--- config.mk ---
export PLATFORM = sky130hd
export DESIGN_NAME = mcp3008_spi_responder
export DESIGN_NICKNAME = d
export VERILOG_FILES = /design/src/rtl/mcp3008_spi_responder.sv
export SDC_FILE = /design/constraint.sdc
export NUM_CORES = 1
export LEC_CHECK = 0
export CORE_MARGIN = 8
export CORE_UTILIZATION = 39
export DETAILED_ROUTE_END_ITERATION = 16
export GPL_ROUTABILITY_DRIVEN = 0
export PLACE_DENSITY = 0.74
export SKIP_LAST_GASP = 1
export SLEW_MARGIN = 10
export SYNTH_ARGS = -nofsm -noshare
export SYNTH_HDL_FRONTEND = slang
export SYNTH_SLANG_ARGS = --single-unit
--- constraint.sdc ---
create_clock -name clk -period 2 [get_ports clk]
set_clock_uncertainty 0.2 [all_clocks]
set_input_delay 0.5 -clock clk [delete_from_list [all_inputs] [get_ports clk]]
set_output_delay 0.5 -clock clk [all_outputs]
set_load 0.01 [all_outputs]
--- src/rtl/mcp3008_spi_responder.sv ---
// mcp3008_spi_responder
// SPI mode-0 slave that stands in for an MCP3008 8-channel ADC. It decodes the
// start / SGL / D2..D0 command from MOSI and reports it on cmd_*. It then returns
// the selected channel word on MISO with MCP3008 framing:
//   null bit, B9..B0 (MSB first), B1..B9 (LSB-first trailer), then zeros.
// The SPI pins are asynchronous to clk and are oversampled through 2-flop
// synchronizers, so every pin edge takes effect 3 clk edges after it happens.
//
// Ports
//   clk            system clock
//   rst_n          synchronous active-low reset
//   ch_value_flat  channel bank, channel n at [DATA_BITS*n +: DATA_BITS]
//   spi_sck        SPI clock (mode 0), asynchronous
//   spi_cs         chip select, active low, asynchronous
//   spi_mosi       command input
//   spi_miso       data output, forced to 0 while spi_miso_oe is 0
//   spi_miso_oe    drive enable for an external tri-state buffer
//   cmd_valid      one-cycle pulse on each completed command decode
//   cmd_channel    D2..D0 of the last decoded command
//   cmd_single     SGL/DIFF bit of the last decoded command (1 = single-ended)
module mcp3008_spi_responder #(
  parameter int DATA_BITS = 10
) (
  input  logic                     clk,
  input  logic                     rst_n,
  input  logic [8*DATA_BITS-1:0]   ch_value_flat,
  input  logic                     spi_sck,
  input  logic                     spi_cs,
  input  logic                     spi_mosi,
  output logic                     spi_miso,
  output logic                     spi_miso_oe,
  output logic                     cmd_valid,
  output logic [2:0]               cmd_channel,
  output logic                     cmd_single
);

  localparam int CNT_W = $clog2(DATA_BITS + 1);

  localparam logic [2:0] ST_DISARMED   = 3'd0;
  localparam logic [2:0] ST_IDLE       = 3'd1;
  localparam logic [2:0] ST_WAIT_START = 3'd2;
  localparam logic [2:0] ST_CMD        = 3'd3;
  localparam logic [2:0] ST_NULL_BIT   = 3'd4;
  localparam logic [2:0] ST_MSB_OUT    = 3'd5;
  localparam logic [2:0] ST_LSB_OUT    = 3'd6;
  localparam logic [2:0] ST_TAIL       = 3'd7;

  // Channel bank viewed as an array of words.
  logic [DATA_BITS-1:0] ch_word [8];

  genvar gi;
  generate
    for (gi = 0; gi < 8; gi++) begin : g_ch_word
      assign ch_word[gi] = ch_value_flat[gi*DATA_BITS +: DATA_BITS];
    end
  endgenerate

  // Synchronizers, bit order {sck, cs, mosi}. They reset to 0 so that a chip
  // select that is already low when reset releases reads as "in a frame" and
  // the block stays disarmed until it has seen CS high.
  logic [2:0] sync_meta_reg;
  logic [2:0] sync_reg;
  logic       sck_prev_reg;

  always_ff @(posedge clk) begin
    if (!rst_n) begin
      sync_meta_reg <= 3'b000;
      sync_reg      <= 3'b000;
      sck_prev_reg  <= 1'b0;
    end else begin
      sync_meta_reg <= {spi_sck, spi_cs, spi_mosi};
      sync_reg      <= sync_meta_reg;
      sck_prev_reg  <= sync_reg[2];
    end
  end

  logic sck_s;
  logic cs_s;
  logic mosi_s;
  logic rise;
  logic fall;

  assign sck_s  = sync_reg[2];
  assign cs_s   = sync_reg[1];
  assign mosi_s = sync_reg[0];
  assign rise   = sck_s & ~sck_prev_reg;
  assign fall   = ~sck_s & sck_prev_reg;

  logic [2:0]           state_reg;
  logic [CNT_W-1:0]     bit_cnt_reg;
  logic [3:0]           cmd_bits_reg;   // {SGL, D2, D1, D0} once complete
  logic [DATA_BITS-1:0] shift_reg;

  always_ff @(posedge clk) begin
    if (!rst_n) begin
      state_reg    <= ST_DISARMED;
      bit_cnt_reg  <= '0;
      cmd_bits_reg <= 4'd0;
      shift_reg    <= '0;
      spi_miso     <= 1'b0;
      spi_miso_oe  <= 1'b0;
      cmd_valid    <= 1'b0;
      cmd_channel  <= 3'd0;
      cmd_single   <= 1'b0;
    end else begin
      cmd_valid <= 1'b0;
      if (cs_s) begin
        // CS high terminates any frame and takes priority over a same-cycle
        // SCK edge. From DISARMED this is also the arming condition.
        state_reg   <= ST_IDLE;
        bit_cnt_reg <= '0;
        spi_miso    <= 1'b0;
        spi_miso_oe <= 1'b0;
      end else begin
        case (state_reg)
          ST_DISARMED: begin
            // Joined mid-frame: ignore everything until CS goes high.
          end
          ST_IDLE: begin
            state_reg <= ST_WAIT_START;
          end
          ST_WAIT_START: begin
            if (rise && mosi_s) begin
              state_reg    <= ST_CMD;
              bit_cnt_reg  <= '0;
              cmd_bits_reg <= 4'd0;
            end
          end
          ST_CMD: begin
            if (rise) begin
              cmd_bits_reg <= {cmd_bits_reg[2:0], mosi_s};
              if (bit_cnt_reg == CNT_W'(3)) begin
                state_reg   <= ST_NULL_BIT;
                bit_cnt_reg <= '0;
              end else begin
                bit_cnt_reg <= bit_cnt_reg + 1'b1;
              end
            end
          end
          ST_NULL_BIT: begin
            if (fall) begin
              // Differential mode reads the same slot; only cmd_single differs.
              shift_reg   <= ch_word[cmd_bits_reg[2:0]];
              spi_miso_oe <= 1'b1;
              spi_miso    <= 1'b0;
              cmd_channel <= cmd_bits_reg[2:0];
              cmd_single  <= cmd_bits_reg[3];
              cmd_valid   <= 1'b1;
              state_reg   <= ST_MSB_OUT;
              bit_cnt_reg <= '0;
            end
          end
          ST_MSB_OUT: begin
            if (fall) begin
              // Rotate rather than shift so the word is intact again for the
              // LSB-first trailer once all DATA_BITS bits have gone out.
              spi_miso  <= shift_reg[DATA_BITS-1];
              shift_reg <= {shift_reg[DATA_BITS-2:0], shift_reg[DATA_BITS-1]};
              if (bit_cnt_reg == CNT_W'(DATA_BITS - 1)) begin
                state_reg   <= ST_LSB_OUT;
                bit_cnt_reg <= '0;
              end else begin
                bit_cnt_reg <= bit_cnt_reg + 1'b1;
              end
            end
          end
          ST_LSB_OUT: begin
            if (fall) begin
              // B0 is not repeated: emit bit 1 and rotate right, giving B1..B9.
              spi_miso  <= shift_reg[1];
              shift_reg <= {shift_reg[0], shift_reg[DATA_BITS-1:1]};
              if (bit_cnt_reg == CNT_W'(DATA_BITS - 2)) begin
                state_reg   <= ST_TAIL;
                bit_cnt_reg <= '0;
              end else begin
                bit_cnt_reg <= bit_cnt_reg + 1'b1;
              end
            end
          end
          ST_TAIL: begin
            if (fall) begin
              spi_miso <= 1'b0;
            end
          end
          default: begin
            state_reg <= ST_DISARMED;
          end
        endcase
      end
    end
  end

endmodule

== Word-level counts from Yosys, hierarchy flattened ==
Index checks and enable logic that the tools add are counted.

* Add/sub/neg operators: 1
* $lt $le $gt $ge: 1
* Equal/unequal tests: 27
* Mux-type cells: 33
* Bitwise logic cells: 8
* Reduce and logical (&&, ||, !) cells: 18

{| class="wikitable"
|+ Operators by type and width
! operator !! count
|-
| 10-bit 2-to-1 mux || 5
|-
| 4-bit 2-to-1 mux || 9
|-
| 10-bit binary-select mux with 3-bit select || 1
|-
| 10-bit case mux with 3 select lines || 1
|-
| 3-bit 2-to-1 mux || 8
|-
| 3-bit != test, second input constant || 8
|-
| 4-bit case mux with 5 select lines || 1
|-
| 3-bit case mux with 6 select lines || 1
|-
| 9-bit AND reduction || 2
|-
| 2-bit != test, second input constant || 8
|-
| 3-bit equality test, second input constant || 4
|-
| 4-bit equality test, second input constant || 2
|-
| 4-bit case mux with 2 select lines || 1
|-
| 4-bit AND reduction || 2
|-
| 7-bit nonzero test || 1
|-
| 3-bit by 2-bit equality test with 1-bit output, second input constant || 2
|-
| 6-bit AND reduction || 1
|-
| 3-bit nonzero test || 2
|-
| 6-bit nonzero test || 1
|-
| 1-bit 2-to-1 mux || 5
|-
| 1-bit inverter || 5
|-
| 5-bit AND reduction || 1
|-
| 5-bit nonzero test || 1
|-
| 4-bit by 1-bit adder with 4-bit output, second input constant || 1
|-
| 13 further kinds || 15
|}

* Register bits: 35
* Input port bits: 85
* Output and inout bits: 7
* Word-level logic and storage cells: 101

== Depth between registers and ports, before layout ==
* Depth after elaboration: 6
* Depth in mapped cells: 7
* Depth with buffers taken out: 7

== Least setup slack after synthesis ==
Ideal clock, no wire load.

* Path kind: reg2reg
* Start point: register bit_cnt_reg[0]
* End point: register bit_cnt_reg[2]
* Data arrival time: 1615 ps
* Setup slack: 69 ps
* Stages on the path, launching flop included: 7
* Buffers on the path: 0
* Path through: dfxtp_1 ha_1 or3b_1 a32oi_2 a21oi_1 and4b_1 a31o_2

* Longest elaborated chain between the ends: 4

{| class="wikitable"
|+ RTL lines
! what !! line !! RTL
|-
| start, declared || 90 || <nowiki>logic [CNT_W-1:0] bit_cnt_reg;</nowiki>
|-
| start signal, assigned || 136 || <nowiki>bit_cnt_reg <= bit_cnt_reg + 1'b1;</nowiki>
|-
| start signal, assigned || 163 || <nowiki>bit_cnt_reg <= bit_cnt_reg + 1'b1;</nowiki>
|-
| start signal, assigned || 176 || <nowiki>bit_cnt_reg <= bit_cnt_reg + 1'b1;</nowiki>
|-
| 4-bit by 1-bit adder with 4-bit output, or another cell as far along || 136, 163, 176 ||
|-
| 4-bit 2-to-1 mux, on equally long branches || 172, 132, 159 ||
|-
| 4-bit 2-to-1 mux, on equally long branches || 168, 130, 154 ||
|-
| 4-bit case mux with 5 select lines (*) || 115 || <nowiki>case (state_reg)</nowiki>
|}

Mark *: on every way between the ends. The rest lies on a longest branch, timed or not. The select of a mux whose other input is x is not followed.
A chain may end at the register's enable or synchronous reset.

== Worst setup path in the final report ==
* Start point: register bit_cnt_reg[0]
* End point: register state_reg[1]

* Longest elaborated chain between the ends: 3

{| class="wikitable"
|+ RTL lines
! what !! line !! RTL
|-
| 4-bit equality test, or another cell as far along || 172 || <nowiki>if (bit_cnt_reg == CNT_W'(DATA_BITS - 2)) begin</nowiki>
|-
| 2-bit != test (no line) || -- ||
|-
| 9-bit AND reduction (no line) (*) || -- ||
|-
| end signal, assigned || 160 || <nowiki>state_reg <= ST_LSB_OUT;</nowiki>
|-
| end signal, assigned || 173 || <nowiki>state_reg <= ST_TAIL;</nowiki>
|-
| end signal, assigned || 186 || <nowiki>state_reg <= ST_DISARMED;</nowiki>
|-
| end, declared || 89 || <nowiki>logic [2:0] state_reg;</nowiki>
|}

Mark *: on every way between the ends. The rest lies on a longest branch, timed or not.

==> flow_summary.yaml <==
status:
  status: "finished clean"
worst_hold_path:
  worstHoldEndpoint: "sync_reg[0]"
  hold_path_class: "flip-flop to flip-flop"
  timing.hold.worst_path_depth: 1
  worstHoldStart: "sync_meta_reg[0]"
grt:
  pin_count_of_the_biggest_net_entering_global_routing: 24
  grt_antenna_before_repair: 0
  global_route_wire_length_before_repair_um: 10700
  global_routing_usage_summed_across_all_routing_layers_pct: 15.8
  total_gr_overflow: 0
  first_global_vias: 2294
sta:
  setup_violations: 0
  final_report_max_slew_violation_count: 0
  hold_violations: 0
  setup-tns-final_ns: 0
  max_freq_mhz: 504
  slew_headroom_pct: 76.0
  fin_crit_ns: 1.98
  tightest_slew_ns: 0.359
  holdWs_ns: 0.231
  setup_repair_after_global_routing_missed_its_margin: "true"
  layout_worst_path_cycle_share_pct: 99.1
setup_path:
  setup.worst_path.class: "flip-flop to flip-flop"
  crit_path_max_fanout: 4
  worstReg2RegStart: "bit_cnt_reg[0]"
  crit_path_end_kind: "flip-flop"
  r2r_end: "state_reg[1]"
  crit_required_ns: 2.02
  rrSetupSlack_ns: 0.02
  r2r_cells: 6
  cp.arrival_ns: 2.00
  worst_setup_path_start_kind: "flip-flop"
routing:
  detailedRoute.firstPassIterationCount: 4
  route.detailed.wl_per_inst_um: 16.3
  route.final.wire_length_um: 6450
  drt-vias-per-instance: 5.37
  drtAntennaViolNets: 0
  drt_iter0_markers: 109
  route.detailed.drc: 0
  detailroute.via_count: 2123
clock_tree:
  cts.path.max_buffers: 2
  cts_post_setup_buffers_inserted: 0
  tritoncts_num_sinks: 35
  clock_latency_ns: 0.29
  path_clk_slew_ns: 0.07
  numCtsBuffers: 5
  cts_max_level: 2
  postCtsHoldBufs: 0
  cts_root_buffer: "sky130_fd_sc_hd__clkbuf_8"
  cts_tree: "done"
floorplan:
  die-area_um2: 8220
  ios: 92
  design.core.area_um2: 5440
  floorplan.die.width_um: 90.7
  fp-row-count: 27
  die_y_um: 90.7
  floorplan.initialDensity_pct: 40.0
finish:
  largest_register_ff_count: 10
  areaGrowthSynthToFinish_pct: 56.1
  ant_cells: 0
  final_area_um2: 3390
  ff_latch_area_um2: 704
  share_of_cells_above_drive_strength_1_pct: 18.9
  nFillCells: 488
  layoutNonFillerInstCount: 395
  total_area_of_multi_input_combinational_cells_um2: 1410
  finalNetCount: 411
job:
  cap_violations: 0
logic_synthesis:
  synthesis.area_per_instance_um2: 9.66
  syn_std_cell_area_um2: 2170
  synth_cell_types: 40
  async_reset_ff_share_pct: 0
  synth-main-ff-cell: "sky130_fd_sc_hd__dfxtp_1"
  synthCells: 225
  synth.net_count: 313
  yosys_warnings: 0
  yosysSeqAreaShare_pct: 32.2
  number_of_storage_elements_in_the_synthesis_netlist: 35
  number_of_flops_mapped_to_enable_cells_by_yosys: 0
pwr:
  power.density_nw_per_um2: 462
  ir_worst_vdd_v: 0.000273
  finalPower_mw: 1.57
  leakagePower_nw: 1.20
place:
  io_port_bufs: 91
  place_inst: 388
  post-dp-hpwl_um: 5210
  placed_cell_area_um2: 3270
[power breakdown]
part	switching [mW]	total (mW)	leakage (nW)	internal, mW
registers	0.0214	0.731	0.285	0.710
clock network	0.246	0.516	0.0470	0.270
logic	0.100	0.321	0.866	0.221
[metal layers]
metal  vias up  track usage [%]  share of wire, %
met5         -                0                 0
met3         6             7.32               8.7
li1       1046                -                 -
met1      1002             16.4                38
met2        69             28.1                52
met4         0             3.88              0.88
[cells in the final DEF, fill, tap and decap left out, drive strengths merged, types with 2 or more instances in the layout]
cell           count
o21ai             12
nor2              21
nand3b             3
dfxtp             35
nor2b              3
a21oi             31
mux4              20
buf               18
nor4               2
a22o              10
clkbuf             6
clkdlybuf4s50     91
inv                3
o21a               2
and2               9
nand2b             7
clkinv             2
nand2             11
mux2i             12
nand3              5
ha                 3
[final cells by class]
class	count	share of cell area [%]
sequential	35	20.8
multi-input combinational	168	41.7
clock buffer	6	2.43
clock inverter	1	0.147
tap	72	2.65
timing repair buffer	109	31.9
inverter	4	0.442
[kinds of logic (layout without fill, tap and decap cells)]
group	Yosys count	in the layout	synth area share, %
flip-flops	35	35	32.2
AO/OA/AOI/OAI	66	66	19.4
multiplexers	32	32	26.2
adder cells (fa/ha/maj)	3	3	1.73
AND/OR/NAND/NOR	67	67	16.2
buffers and inverters	22	120	4.26
[synthesized netlist by cell type, types with 2 or more instances]
master	n	area share, %
sky130_fd_sc_hd__buf_1	2	0.35
sky130_fd_sc_hd__nand2b_1	7	2.0
sky130_fd_sc_hd__o21a_1	2	0.69
sky130_fd_sc_hd__nand3b_1	3	1.0
sky130_fd_sc_hd__ha_1	3	1.7
sky130_fd_sc_hd__nand3_1	5	1.2
sky130_fd_sc_hd__inv_1	3	0.52
sky130_fd_sc_hd__a21oi_1	31	7.1
sky130_fd_sc_hd__o21ai_0	12	2.8
sky130_fd_sc_hd__mux4_2	20	21
sky130_fd_sc_hd__nand2_1	11	1.9
sky130_fd_sc_hd__clkbuf_1	10	1.7
sky130_fd_sc_hd__buf_2	5	1.2
sky130_fd_sc_hd__a22o_1	10	4.0
sky130_fd_sc_hd__mux2i_1	12	5.5
sky130_fd_sc_hd__and2_1	9	2.6
sky130_fd_sc_hd__dfxtp_1	35	32
sky130_fd_sc_hd__nor2b_1	3	0.86
sky130_fd_sc_hd__nor2_1	21	3.6
[worst max-delay path: stages, from the launching register on]
cell,delay (ns)
sky130_fd_sc_hd__dfxtp_2,0.33
sky130_fd_sc_hd__ha_2,0.18
sky130_fd_sc_hd__or3b_4,0.39
sky130_fd_sc_hd__a32oi_4,0.19
sky130_fd_sc_hd__o211ai_2,0.15
sky130_fd_sc_hd__or3_4,0.35
sky130_fd_sc_hd__a21oi_2,0.12
[how the worst max path moves through the flow]
stage,end,slack (ns),start,depth (start not counted)
4_1_cts,state_reg[1],0.007,bit_cnt_reg[1],6
3_3_place_gp,shift_reg[9],-0.09,ch_value_flat[29],6
2_1_floorplan,bit_cnt_reg[2],0.07,bit_cnt_reg[0],6
6_report,state_reg[1],0.02,bit_cnt_reg[0],6
3_5_place_dp,shift_reg[0],-0.14,ch_value_flat[30],6
5_1_grt,state_reg[1],-0.08,bit_cnt_reg[0],8
[stage by stage]
step | utilization (%) | worst slack [ns]
final | 62.4 | 0.0171
after global routing | 62.4 | -0.0833
after CTS | 61.9 | 0.00673
after detailed placement | 60.1 | -0.142
after global placement | 60.1 | -0.0933
after floorplan | - | 0.0688
[timing repair]
action / CTS / global route
cloned: 0 / 0
gates resized for setup: 3 / 11
setup endpoints to repair: 1 / 7
pin swaps: 3 / 3
(Power assumes the default switching activity.)
